$ cat src/rtl/id_pkg.sv
// id_pkg: shared character classes, terminator, recognizer and scheduler encodings
package id_pkg;
  localparam logic [7:0] DIG_LO = 8'd48;
  localparam logic [7:0] DIG_HI = 8'd57;
  localparam logic [7:0] UP_LO  = 8'd65;
  localparam logic [7:0] UP_HI  = 8'd90;
  localparam logic [7:0] LO_LO  = 8'd97;
  localparam logic [7:0] LO_HI  = 8'd122;
  localparam logic [7:0] TERM   = 8'h00;
  typedef enum logic [1:0] {S0 = 2'b00, S1 = 2'b01, S2 = 2'b11} rec_t;
  typedef enum logic [1:0] {IDLE = 2'd0, STREAM = 2'd1, REPORT = 2'd2} sched_t;
  function automatic logic is_digit(input logic [7:0] c);
    return c >= DIG_LO && c <= DIG_HI;
  endfunction
  function automatic logic is_alpha(input logic [7:0] c);
    return (c >= UP_LO && c <= UP_HI) || (c >= LO_LO && c <= LO_HI);
  endfunction
endpackage

$ cat src/rtl/id_match_core.sv
// id_match_core: identifier recognizer stepping S0/S1/S2 on each enabled character
module id_match_core
  import id_pkg::*;
(
  input  logic       clk,
  input  logic       rst_n,
  input  logic       clr,
  input  logic       en,
  input  logic [7:0] char,
  output rec_t       state,
  output rec_t       next_state
);
  always_comb
    next_state = is_alpha(char) ? S1 : (is_digit(char) && state != S0) ? S2 : S0;
  always_ff @(posedge clk or negedge rst_n)
    if (!rst_n) state <= S0;
    else if (clr) state <= S0;
    else if (en) state <= next_state;
endmodule

$ cat src/rtl/id_stream_sched.sv
// id_stream_sched: round-robin scheduler feeding two NUL-terminated char streams into one recognizer
module id_stream_sched
  import id_pkg::*;
#(
  parameter int CNT_W = 8
) (
  input  logic             clk,
  input  logic             rst_n,
  input  logic             req0_valid,
  input  logic [7:0]       req0_char,
  output logic             req0_ready,
  input  logic             req1_valid,
  input  logic [7:0]       req1_char,
  output logic             req1_ready,
  output logic             res_valid,
  output logic             res_id,
  output logic [CNT_W-1:0] res_hits,
  output logic             res_last_match,
  output logic             busy
);
  sched_t st;
  logic grant, pref, g_valid;
  logic [7:0] g_char;
  logic [CNT_W-1:0] hits;
  rec_t rs, rn;
  assign g_valid = grant ? req1_valid : req0_valid;
  assign g_char = grant ? req1_char : req0_char;
  assign req0_ready = st == STREAM && !grant;
  assign req1_ready = st == STREAM && grant;
  assign busy = st != IDLE;
  id_match_core u_core (
    .clk(clk),
    .rst_n(rst_n),
    .clr(st == IDLE),
    .en(st == STREAM && g_valid && g_char != TERM),
    .char(g_char),
    .state(rs),
    .next_state(rn)
  );
  always_ff @(posedge clk or negedge rst_n)
    if (!rst_n) begin
      st <= IDLE;
      grant <= 1'b0;
      pref <= 1'b0;
      hits <= '0;
      res_valid <= 1'b0;
      res_id <= 1'b0;
      res_hits <= '0;
      res_last_match <= 1'b0;
    end else begin
      res_valid <= 1'b0;
      res_id <= 1'b0;
      res_hits <= '0;
      res_last_match <= 1'b0;
      case (st)
        IDLE:
          if (req0_valid || req1_valid) begin
            grant <= (req0_valid && req1_valid) ? pref : req1_valid;
            hits <= '0;
            st <= STREAM;
          end
        STREAM:
          if (g_valid) begin
            if (g_char == TERM) begin
              res_valid <= 1'b1;
              res_id <= grant;
              res_hits <= hits;
              res_last_match <= rs == S2;
              st <= REPORT;
            end else if (rn == S2 && hits != '1) hits <= hits + 1'b1;
          end
        REPORT: begin
          pref <= ~grant;
          st <= IDLE;
        end
        default: st <= IDLE;
      endcase
    end
endmodule

$ cat config.mk
export PLATFORM = sky130hd
export DESIGN_NAME = id_stream_sched
export DESIGN_NICKNAME = d
export VERILOG_FILES = /design/src/rtl/id_pkg.sv /design/src/rtl/id_match_core.sv /design/src/rtl/id_stream_sched.sv
export SDC_FILE = /design/constraint.sdc
export NUM_CORES = 1
export LEC_CHECK = 0
export CORE_UTILIZATION = 40
export DETAILED_ROUTE_END_ITERATION = 8
export GPL_ROUTABILITY_DRIVEN = 0
export GPL_TIMING_DRIVEN = 0
export PLACE_DENSITY = 0.63
export SETUP_SLACK_MARGIN = 0.05
export SLEW_MARGIN = 20
export SYNTH_ARGS = -nofsm -noshare
export SYNTH_HDL_FRONTEND = slang
export SYNTH_SLANG_ARGS = --single-unit
$ cat constraint.sdc
create_clock -name clk -period 3.4 [get_ports clk]
set_clock_uncertainty 0.15 [all_clocks]
set_input_delay 1.02 -clock clk [delete_from_list [all_inputs] [get_ports clk]]
set_output_delay 1.02 -clock clk [all_outputs]
set_load 0.1 [all_outputs]
==> results.tsv, run 1 <==
metric	value	unit
core_area	3130	sq um
num_vias	1185	
power_leakage	0.746	nW
port_buffers	33	
fmax	0.312	GHz
yosysTopAreaCell	dfrtp_1	
synthCells	136	
diodes	0	
grtUsageTotal	0.194	
clock_power_share	0.209	
syn_area	1360	sq um
crit_end	busy	
p_comb_frac	0.277	
cts_hold_buf	0	
synthFlopType	dfrtp_1	
switching_share	0.332	
routed_wl	2980	um
cap_violations	0	
vias_per_cell	5.46	
cp-start-kind	register	
ys_warn_count	0	
yosysUniqueCellTypes	47	
ios	34	
cts_tree	yes	
startpoint	st[0]	
tightestPinTransition	0.965	ns
ys_ff_latch	25	
overflow	0	
synth_edf_count	0	
clk_latency	0.32	ns
yosys-top-cells-area	dfrtp_1 (46%), a31oi_1 (6.0%), and2_1 (3.2%), nand2_1 (2.8%), nor3_1 (2.6%)	
std_cell_rows	20	
r2r_end	hits[5]	
ys_seq_area_frac	0.461	
avgSynthCellArea	9.97	sq um
area_growth	30.3	%
antenna_left	0	
period_minus_slack	3.21	ns
hold_ws	0.380	ns
rsz0062_at_grt	false	
max_slew_margin	0.355	
p_int	0.442	mW
power_density	375	nW/um^2
dieArea	3630	sq um
setup_viol	0	
drive_gt1_frac	0.133	
die_w	60.2	um
numCtsBuffers	3	
post-dp-hpwl	2290	um
drc	0	
fp.dieH	60.2	um
grt_pass1_vias	1137	
status	complete, no violations	
synthArstFlopShare	1.00	
end_kind	output pin	
grt_max_degree	26	
arrival	2.04	ns
drtIter0Drc	38	
maxSlewViolCount	0	
antenna_found_initial	0	
p_sw	0.220	mW
crit_type	register to output pin	
cts_sinks	25	
wl_per_cell	13.7	um
dr.pass1.iters	4	
timing.rr.start	st[0]	
cts_buffer_depth	2	
synth_top_area_share	0.461	
final.period_utilization	0.943	
required	2.23	ns
synthesis.nets	157	
worstPathMaxFanout	10	
power_frac_seq	0.514	
start_util	0.434	
htreeDepth	1	
rr_worst_depth	6	
hold_path_class	register to register	
num-nets-final	195	
root_buffer	clkbuf_4	
fin_tns_setup	0	ns
grt_pass1_wl	5260	um
reg2reg_slack	1.25	ns
hold_viol_final	0	
ir_drop	0.266	mV
clk_pin_slew_worst_paths	0.14	ns
==> cells in the final DEF, fill, tap and decap left out, drive strengths merged, types with 2 or more instances in the layout <==
| cell type | instances |
|---|---|
| a211o | 2 |
| a21oi | 6 |
| a31oi | 13 |
| and2 | 7 |
| and3 | 4 |
| buf | 4 |
| clkbuf | 4 |
| clkdlybuf4s50 | 29 |
| dfrtp | 25 |
| inv | 6 |
| nand2 | 12 |
| nand2b | 4 |
| nand3 | 4 |
| nand3b | 2 |
| nor2 | 9 |
| nor3 | 8 |
| o21ai | 4 |
| or3 | 2 |
| or3b | 2 |
| or4 | 2 |
| or4b | 2 |
==> final cells by class <==
cell class	instances	area, sq um
fill	289	1360
multi-input combinational	102	689
sequential	25	626
timing repair buffer	33	320
tap	44	55.1
buffer	3	23.8
clock buffer	3	22.5
inverter	6	22.5
clock inverter	1	7.51
==> power by group through the flow <==
| stage | combinational, mW | clock [mW] | sequential, mW |
|---|---|---|---|
| detailed placement | 0.187 | 0 | 0.346 |
| CTS | 0.186 | 0.143 | 0.340 |
| global route | 0.203 | 0.155 | 0.346 |
| floorplan | 0.127 | 0 | 0.342 |
| global placement | 0.183 | 0 | 0.346 |
| finish | 0.184 | 0.138 | 0.340 |
==> worst min path at each step <==
stage,from,end,cells past startpoint
4_1_cts,hits[7],hits[7],1
2_1_floorplan,hits[7],hits[7],1
3_3_place_gp,pref,pref,2
6_report,hits[7],hits[7],1
5_1_grt,hits[7],hits[7],1
3_5_place_dp,hits[7],hits[7],1
==> sequential cells by signal, indices dropped and copies added (netlist names), 2 cells and up <==
| name | flops |
|---|---|
| res_hits | 8 |
| hits | 8 |
| u_core.state | 2 |
| st | 2 |
==> worst max-delay path, cell delays in order, from the launching register on <==
cell           delay (ns)
dfrtp_1              0.41
buf_2                0.23
nor2_1               0.10
inv_1                0.10
dlygate4sd2_1        0.87
==> cells in the mapped netlist, types with 2 or more instances <==
cell	count
a21oi_1	6
a31oi_1	13
and2_1	7
and3_1	4
dfrtp_1	25
inv_1	6
nand2_1	10
nand2_2	2
nand2b_1	4
nand3_1	4
nand3b_1	2
nor2_1	8
nor3_1	7
o21ai_0	3
or3_1	2
or4b_1	2
==> timing repair <==
| item | in CTS | in global routing |
|---|---|---|
| setup endpoints to repair | 3 | 1 |
| resized for setup | 5 | 2 |
| pin swaps | 0 | 0 |
| buffers inserted | 0 | 0 |
==> per-layer routing <==
| layer | vias to the layer above | wire length, um | global-route usage | part of all wire |
|---|---|---|---|---|
| met5 | - | 0 | 0 | 0 |
| met4 | 0 | 11 | 0.0498 | 0.0037 |
| met3 | 2 | 117 | 0.0346 | 0.039 |
| met2 | 34 | 1470 | 0.316 | 0.49 |
| met1 | 566 | 1380 | 0.264 | 0.46 |
| li1 | 583 | - | - | - |
==> cell families (layout without fill, tap and decap cells) <==
logic type               count (synthesis)  after routing  synth area share
AND/OR/NAND/NOR                         64             64             0.280
AO/OA/AOI/OAI                           35             35             0.199
flip-flops                              25             25             0.461
buffers and inverters                    9             46            0.0341
multiplexers                             2              2            0.0157
adder cells (fa/ha/maj)                  1              1           0.00922
==> stage by stage <==
stage	instance area [sq um]	power [mW]	std cells	util	setup slack, ns
6_report	1770	0.662	217	0.565	0.194
4_1_cts	1780	0.669	217	0.568	0.0922
5_1_grt	1770	0.704	217	0.565	0.0962
3_3_place_gp	1750	0.529	213	0.558	0.0291
2_1_floorplan	1360	0.469	136	-	0.366
3_5_place_dp	1750	0.533	213	0.558	0.0157
(Power assumes the default switching activity.)
==> inputs of run 2 (changes only) <==
--- a/config.mk
+++ b/config.mk
@@ -7,9 +7,10 @@
 export LEC_CHECK = 0
 export CORE_UTILIZATION = 40
 export DETAILED_ROUTE_END_ITERATION = 8
+export DONT_BUFFER_PORTS = 1
 export GPL_ROUTABILITY_DRIVEN = 0
 export GPL_TIMING_DRIVEN = 0
-export PLACE_DENSITY = 0.63
+export PLACE_DENSITY_LB_ADDON = 0.15
 export SETUP_SLACK_MARGIN = 0.05
 export SLEW_MARGIN = 20
 export SYNTH_ARGS = -nofsm -noshare
==> run 2 against run 1 <==
Sequential power hardly changed. First-iteration DRC count grew 5.3%. Non-clock buffer count decreased by 33. Hold slack worse by 0.16 ns. Maximum frequency down 1.4%. Critical path depth down 1. Largest power group unchanged.
==> results.tsv, run 2 (synthesis gave the netlist of run 1 again) <==
metric	value	unit	change
worstPathMaxFanout	10		unchanged
post-dp-hpwl	2130	um	was 2290 um
cap_violations	0		unchanged
drive_gt1_frac	0.143		was 0.133
numCtsBuffers	3		unchanged
maxSlewViolCount	0		unchanged
power_leakage	0.628	nW	was 0.746 nW
p_int	0.421	mW	was 0.442 mW
start_util	0.434		unchanged
cts_buffer_depth	2		unchanged
rsz0062_at_grt	false		unchanged
antenna_left	0		unchanged
fp.dieH	60.2	um	unchanged
fmax	0.308	GHz	was 0.312 GHz
cts_sinks	25		unchanged
power_frac_seq	0.548		was 0.514
p_sw	0.202	mW	was 0.220 mW
area_growth	7.10	%	was 30.3%
clk_pin_slew_worst_paths	0.13	ns	was 0.14 ns
slowest_stage	and2_1		was dlygate4sd2_1
vias_per_cell	5.82		was 5.46
ir_drop	0.336	mV	was 0.266 mV
core_area	3130	sq um	unchanged
grt_pass1_vias	1029		was 1137
dieArea	3630	sq um	unchanged
status	complete, no violations		unchanged
clock_power_share	0.213		was 0.209
drc	0		unchanged
fin_tns_setup	0	ns	unchanged
drtIter0Drc	40		was 38
period_minus_slack	3.25	ns	was 3.21 ns
power_density	429	nW/um^2	was 375 nW/um^2
post_cts_resized	0		was 5
diodes	0		unchanged
htreeDepth	1		unchanged
post_cts_buffers	0		unchanged
multi_input_area	696	sq um	was 689 sq um
end_kind	output pin		unchanged
grtUsageTotal	0.187		was 0.194
path_cells	buf_2, and2b_1, and2_1		was buf_2, nor2_1, inv_1, dlygate4sd2_1
layoutNonFillerInstCount	184		was 217
fill_cells	307		was 289
cts_tree	yes		unchanged
antenna_found_initial	0		unchanged
dpl-instance-area	1420	sq um	was 1750 sq um
dp.cells	180		was 213
final_cell_mix	dfrtp_1 (25), a31oi_1 (13), nand2_1 (10), nor2_1 (8), and2_1 (7)		was clkdlybuf4s50_1 (29), dfrtp_1 (25), a31oi_1 (13), nand2_1 (10), nor2_1 (8)
arrival	2.08	ns	was 2.04 ns
cts_hold_buf	0		unchanged
p_comb_frac	0.238		was 0.277
overflow	0		unchanged
root_buffer	clkbuf_4		unchanged
routed_wl	2880	um	was 2980 um
setup_viol	0		unchanged
final_common_cell	dfrtp_1		was clkdlybuf4s50_1
num_vias	1071		was 1185
die_w	60.2	um	unchanged
switching_share	0.324		was 0.332
dr.pass1.iters	6		was 4
critPathMaxStageDelay	0.84	ns	was 0.87 ns
tightestPinTransition	1.01	ns	was 0.965 ns
port_buffers	0		was 33
design_area	1450	sq um	was 1770 sq um
clk_latency	0.32	ns	about the same
reg_top3	hits: 8 flops, res_hits: 8 flops		unchanged
final.period_utilization	0.956		was 0.943
ios	34		unchanged
regArea	626	sq um	unchanged
std_cell_rows	20		unchanged
grt_max_degree	26		unchanged
cp-start-kind	register		unchanged
num-nets-final	162		was 195
max_slew_margin	0.326		was 0.355
crit_type	register to output pin		unchanged
grt_pass1_wl	5000	um	was 5260 um
required	2.23	ns	about the same
hold_path_class	primary input to asynchronous set/reset pin		was register to register
hold_viol_final	0		unchanged
wl_per_cell	15.6	um	was 13.7 um
==> run 2: worst paths after layout <==
| check | start | end | slack (ns) | cells past startpoint |
|---|---|---|---|---|
| max in group asynchronous | rst_n | hits[2] | 2.80 | 0 |
| worst min register to register | pref | pref | 0.37 | 2 |
| worst max register to register | st[0] | res_id | 1.14 | 5 |
| worst min-delay path | rst_n | res_last_match | 0.22 | 0 |
| worst max-delay path | st[0] | req1_ready | 0.15 | 3 |
| min in group clk | pref | pref | 0.37 | 2 |
==> run 2: critical path, delay by kind of cell (launching register included) <==
family | cells | cell delay (ns)
and+or+nand+nor | 2 | 1.13
buffers and inverters | 1 | 0.22
DFF | 1 | 0.41
==> run 2: power groups by stage <==
stage | registers (mW) | logic (mW) | clock network (mW)
3_5_place_dp | 0.348 | 0.148 | 0
5_1_grt | 0.348 | 0.165 | 0.150
6_report | 0.342 | 0.148 | 0.133
3_3_place_gp | 0.347 | 0.144 | 0
4_1_cts | 0.342 | 0.149 | 0.139
2_1_floorplan | 0.342 | 0.127 | 0
==> run 2: layout make-up <==
type | instances | share of cell area
multi-input combinational | 102 | 0.479
clock buffer | 3 | 0.0155
sequential | 25 | 0.431
clock inverter | 1 | 0.00517
buffer | 3 | 0.0164
tap | 44 | 0.0379
inverter | 6 | 0.0155
==> run 2: metal layers <==
metal,GRT usage,vias up,part of all wire
met5,0,-,0
met4,0.0432,0,0.0066
met3,0.0455,2,0.041
met2,0.312,33,0.49
met1,0.242,520,0.46
li1,-,516,-
==> run 2: metrics by stage <==
stage	power [mW]	utilization	hold slack (ns)	setup WS (ns)
global placement	0.491	0.453	0.337	0.283
global route	0.663	0.464	0.195	0.0686
finish	0.623	0.464	0.224	0.149
floorplan	0.469	-	0.314	0.366
detailed placement	0.496	0.455	0.346	0.530
CTS	0.629	0.464	0.208	0.150
==> inputs of run 3 (changes only) <==
--- a/config.mk
+++ b/config.mk
@@ -5,6 +5,7 @@
 export SDC_FILE = /design/constraint.sdc
 export NUM_CORES = 1
 export LEC_CHECK = 0
+export CORE_ASPECT_RATIO = 0.6
 export CORE_UTILIZATION = 40
 export DETAILED_ROUTE_END_ITERATION = 8
 export DONT_BUFFER_PORTS = 1
==> constraint.sdc (replaced) <==
create_clock -name clk -period 3.4 [get_ports clk]
set_clock_uncertainty 0.15 [all_clocks]
set_input_delay 0.68 -clock clk [delete_from_list [all_inputs] [get_ports clk]]
set_output_delay 0.68 -clock clk [all_outputs]
set_load 0.1 [all_outputs]
==> run 3 against run 2 <==
Hold slack worse by 0.16 ns. Sequential power hardly changed. Largest power group unchanged. Critical path type unchanged. Critical endpoint unchanged. Global-route usage increased by 0.51 points. Combinational power is 8% higher. Final area increased by 2.5%. Non-clock buffer count up 1. Power increased by 9.4%. Utilization increased by 2.5 points. First-iteration DRC count grew 130%. Sequential share of layout area decreased by 1.0 points. Sequential cell count did not move.
==> results.tsv, run 3 (synthesis gave the netlist of run 1 again) <==
metric	value	unit	change
final_cell_mix	dfrtp_1 (25), a31oi_1 (13), nand2_1 (10), nor2_1 (8), and2_1 (7)		unchanged
clk_pin_slew_worst_paths	0.09	ns	was 0.13 ns
start_util	0.446		was 0.434
grt_max_degree	26		unchanged
overflow	0		unchanged
hold_path_class	primary input to asynchronous set/reset pin		unchanged
cts_sinks	25		unchanged
path_cells	buf_2, and2b_1, and2_1		unchanged
dpl-instance-area	1420	sq um	about the same
post-dp-hpwl	2290	um	was 2130 um
reg2reg_slack	1.17	ns	was 1.14 ns
slowest_stage	and2_1		unchanged
final_common_cell	dfrtp_1		unchanged
rsz0062_at_grt	false		unchanged
arrival	2.00	ns	was 2.08 ns
port_buffers	0		unchanged
worstPathBufferInverterCount	1		unchanged
num-nets-final	163		was 162
diodes	0		unchanged
critPathMaxStageDelay	0.83	ns	was 0.84 ns
crit_end	req1_ready		unchanged
status	complete, no violations		unchanged
rr_worst_depth	5		unchanged
maxSlewViolCount	0		unchanged
final.period_utilization	0.834		was 0.956
numCtsBuffers	3		unchanged
max_slew_margin	0.337		was 0.326
cts_hold_buf	1		was 0
drc	0		unchanged
wl_per_cell	16.9	um	was 15.6 um
design_area	1490	sq um	was 1450 sq um
power_density	458	nW/um^2	was 429 nW/um^2
crit_type	register to output pin		unchanged
setup_viol	0		unchanged
fmax	0.353	GHz	was 0.308 GHz
ir_drop	0.225	mV	was 0.336 mV
area_growth	9.78	%	was 7.10%
reg_top3	hits: 8 flops, res_hits: 8 flops		unchanged
antenna_left	0		unchanged
cp-start-kind	register		unchanged
p_comb_frac	0.235		was 0.238
htreeDepth	1		unchanged
required	2.57	ns	was 2.23 ns
power_leakage	0.645	nW	was 0.628 nW
tightestPinTransition	0.992	ns	was 1.01 ns
timing.rr.start	st[0]		unchanged
antenna_found_initial	0		unchanged
power	0.682	mW	was 0.623 mW
end_kind	output pin		unchanged
clock_power_share	0.263		was 0.213
vias_per_cell	5.97		was 5.82
core_area	3040	sq um	was 3130 sq um
r2r_end	res_id		unchanged
p_sw	0.220	mW	was 0.202 mW
drive_gt1_frac	0.149		was 0.143
ios	34		unchanged
cts_buffer_depth	2		unchanged
fp.dieH	47.1	um	was 60.2 um
startpoint	st[0]		unchanged
die_w	77.2	um	was 60.2 um
post_cts_resized	0		unchanged
post_cts_buffers	0		unchanged
cts_tree	yes		unchanged
switching_share	0.322		was 0.324
clk_latency	0.27	ns	was 0.32 ns
drtIter0Drc	92		was 40
worstPathMaxFanout	10		unchanged
dieArea	3640	sq um	was 3630 sq um
grtUsageTotal	0.192		was 0.187
cap_violations	0		unchanged
dr.pass1.iters	4		was 6
grt_pass1_vias	1031		was 1029
root_buffer	clkbuf_8		was clkbuf_4
p_int	0.462	mW	was 0.421 mW
hold_viol_final	0		unchanged
worstSetupPathDepth	3		unchanged
num_vias	1092		was 1071
fin_tns_setup	0	ns	unchanged
std_cell_rows	15		was 20
power_frac_seq	0.502		was 0.548
critPathTopFamily	simple AND/OR/NAND/NOR gates		unchanged
routed_wl	3090	um	was 2880 um
grt_pass1_wl	5150	um	was 5000 um
period_minus_slack	2.83	ns	was 3.25 ns
## run 3: cell types whose count changed in the layout (fill, tap and decap cells not counted), sizes merged
cell  change
buf       +1
## run 3: power by group through the flow
stage / Sequential [mW] / Combinational [mW] / Clock, mW
6_report: 0.342 / 0.160 / 0.179
4_1_cts: 0.341 / 0.160 / 0.184
2_1_floorplan: 0.342 / 0.127 / 0
5_1_grt: 0.344 / 0.177 / 0.195
3_5_place_dp: 0.347 / 0.150 / 0
3_3_place_gp: 0.347 / 0.146 / 0
## run 3: per-stage QoR
| step | instances | setup WS [ns] | hold WS [ns] | utilization |
|---|---|---|---|---|
| final | 183 | 0.565 | 0.0622 | 0.490 |
| after global routing | 183 | 0.488 | 0.0638 | 0.490 |
| after CTS | 183 | 0.534 | 0.0619 | 0.490 |
| after detailed placement | 178 | 0.839 | 0.235 | 0.467 |
| after global placement | 178 | 0.614 | 0.235 | 0.465 |
| after floorplan | 136 | 0.706 | 0.234 | - |
## run 3: final cells by class
cell class	count	area, sq um
fillers	286	1550
multi-input cells	102	696
flip-flops and latches	25	626
well taps	42	52.6
clock buffers	3	41.3
plain buffers	3	23.8
inverters	6	22.5
repair buffers	1	20.0
clock inverters	1	7.51
## run 3: routing by layer
| layer | up-vias | global-route usage | part of all wire |
|---|---|---|---|
| li1 | 517 | - | - |
| met1 | 532 | 0.257 | 0.48 |
| met2 | 39 | 0.317 | 0.43 |
| met3 | 4 | 0.0583 | 0.077 |
| met4 | 0 | 0.0415 | 0.0062 |
| met5 | - | 0 | 0 |
## run 3: worst min-delay path by stage
stage           from  cells after the start  slack (ns)              to
2_1_floorplan  rst_n                      0        0.23           grant
3_3_place_gp   rst_n                      0        0.23  res_last_match
3_5_place_dp   rst_n                      0        0.23  res_last_match
4_1_cts        rst_n                      1        0.06  res_last_match
5_1_grt        rst_n                      1        0.06     res_hits[2]
6_report       rst_n                      1        0.06          res_id
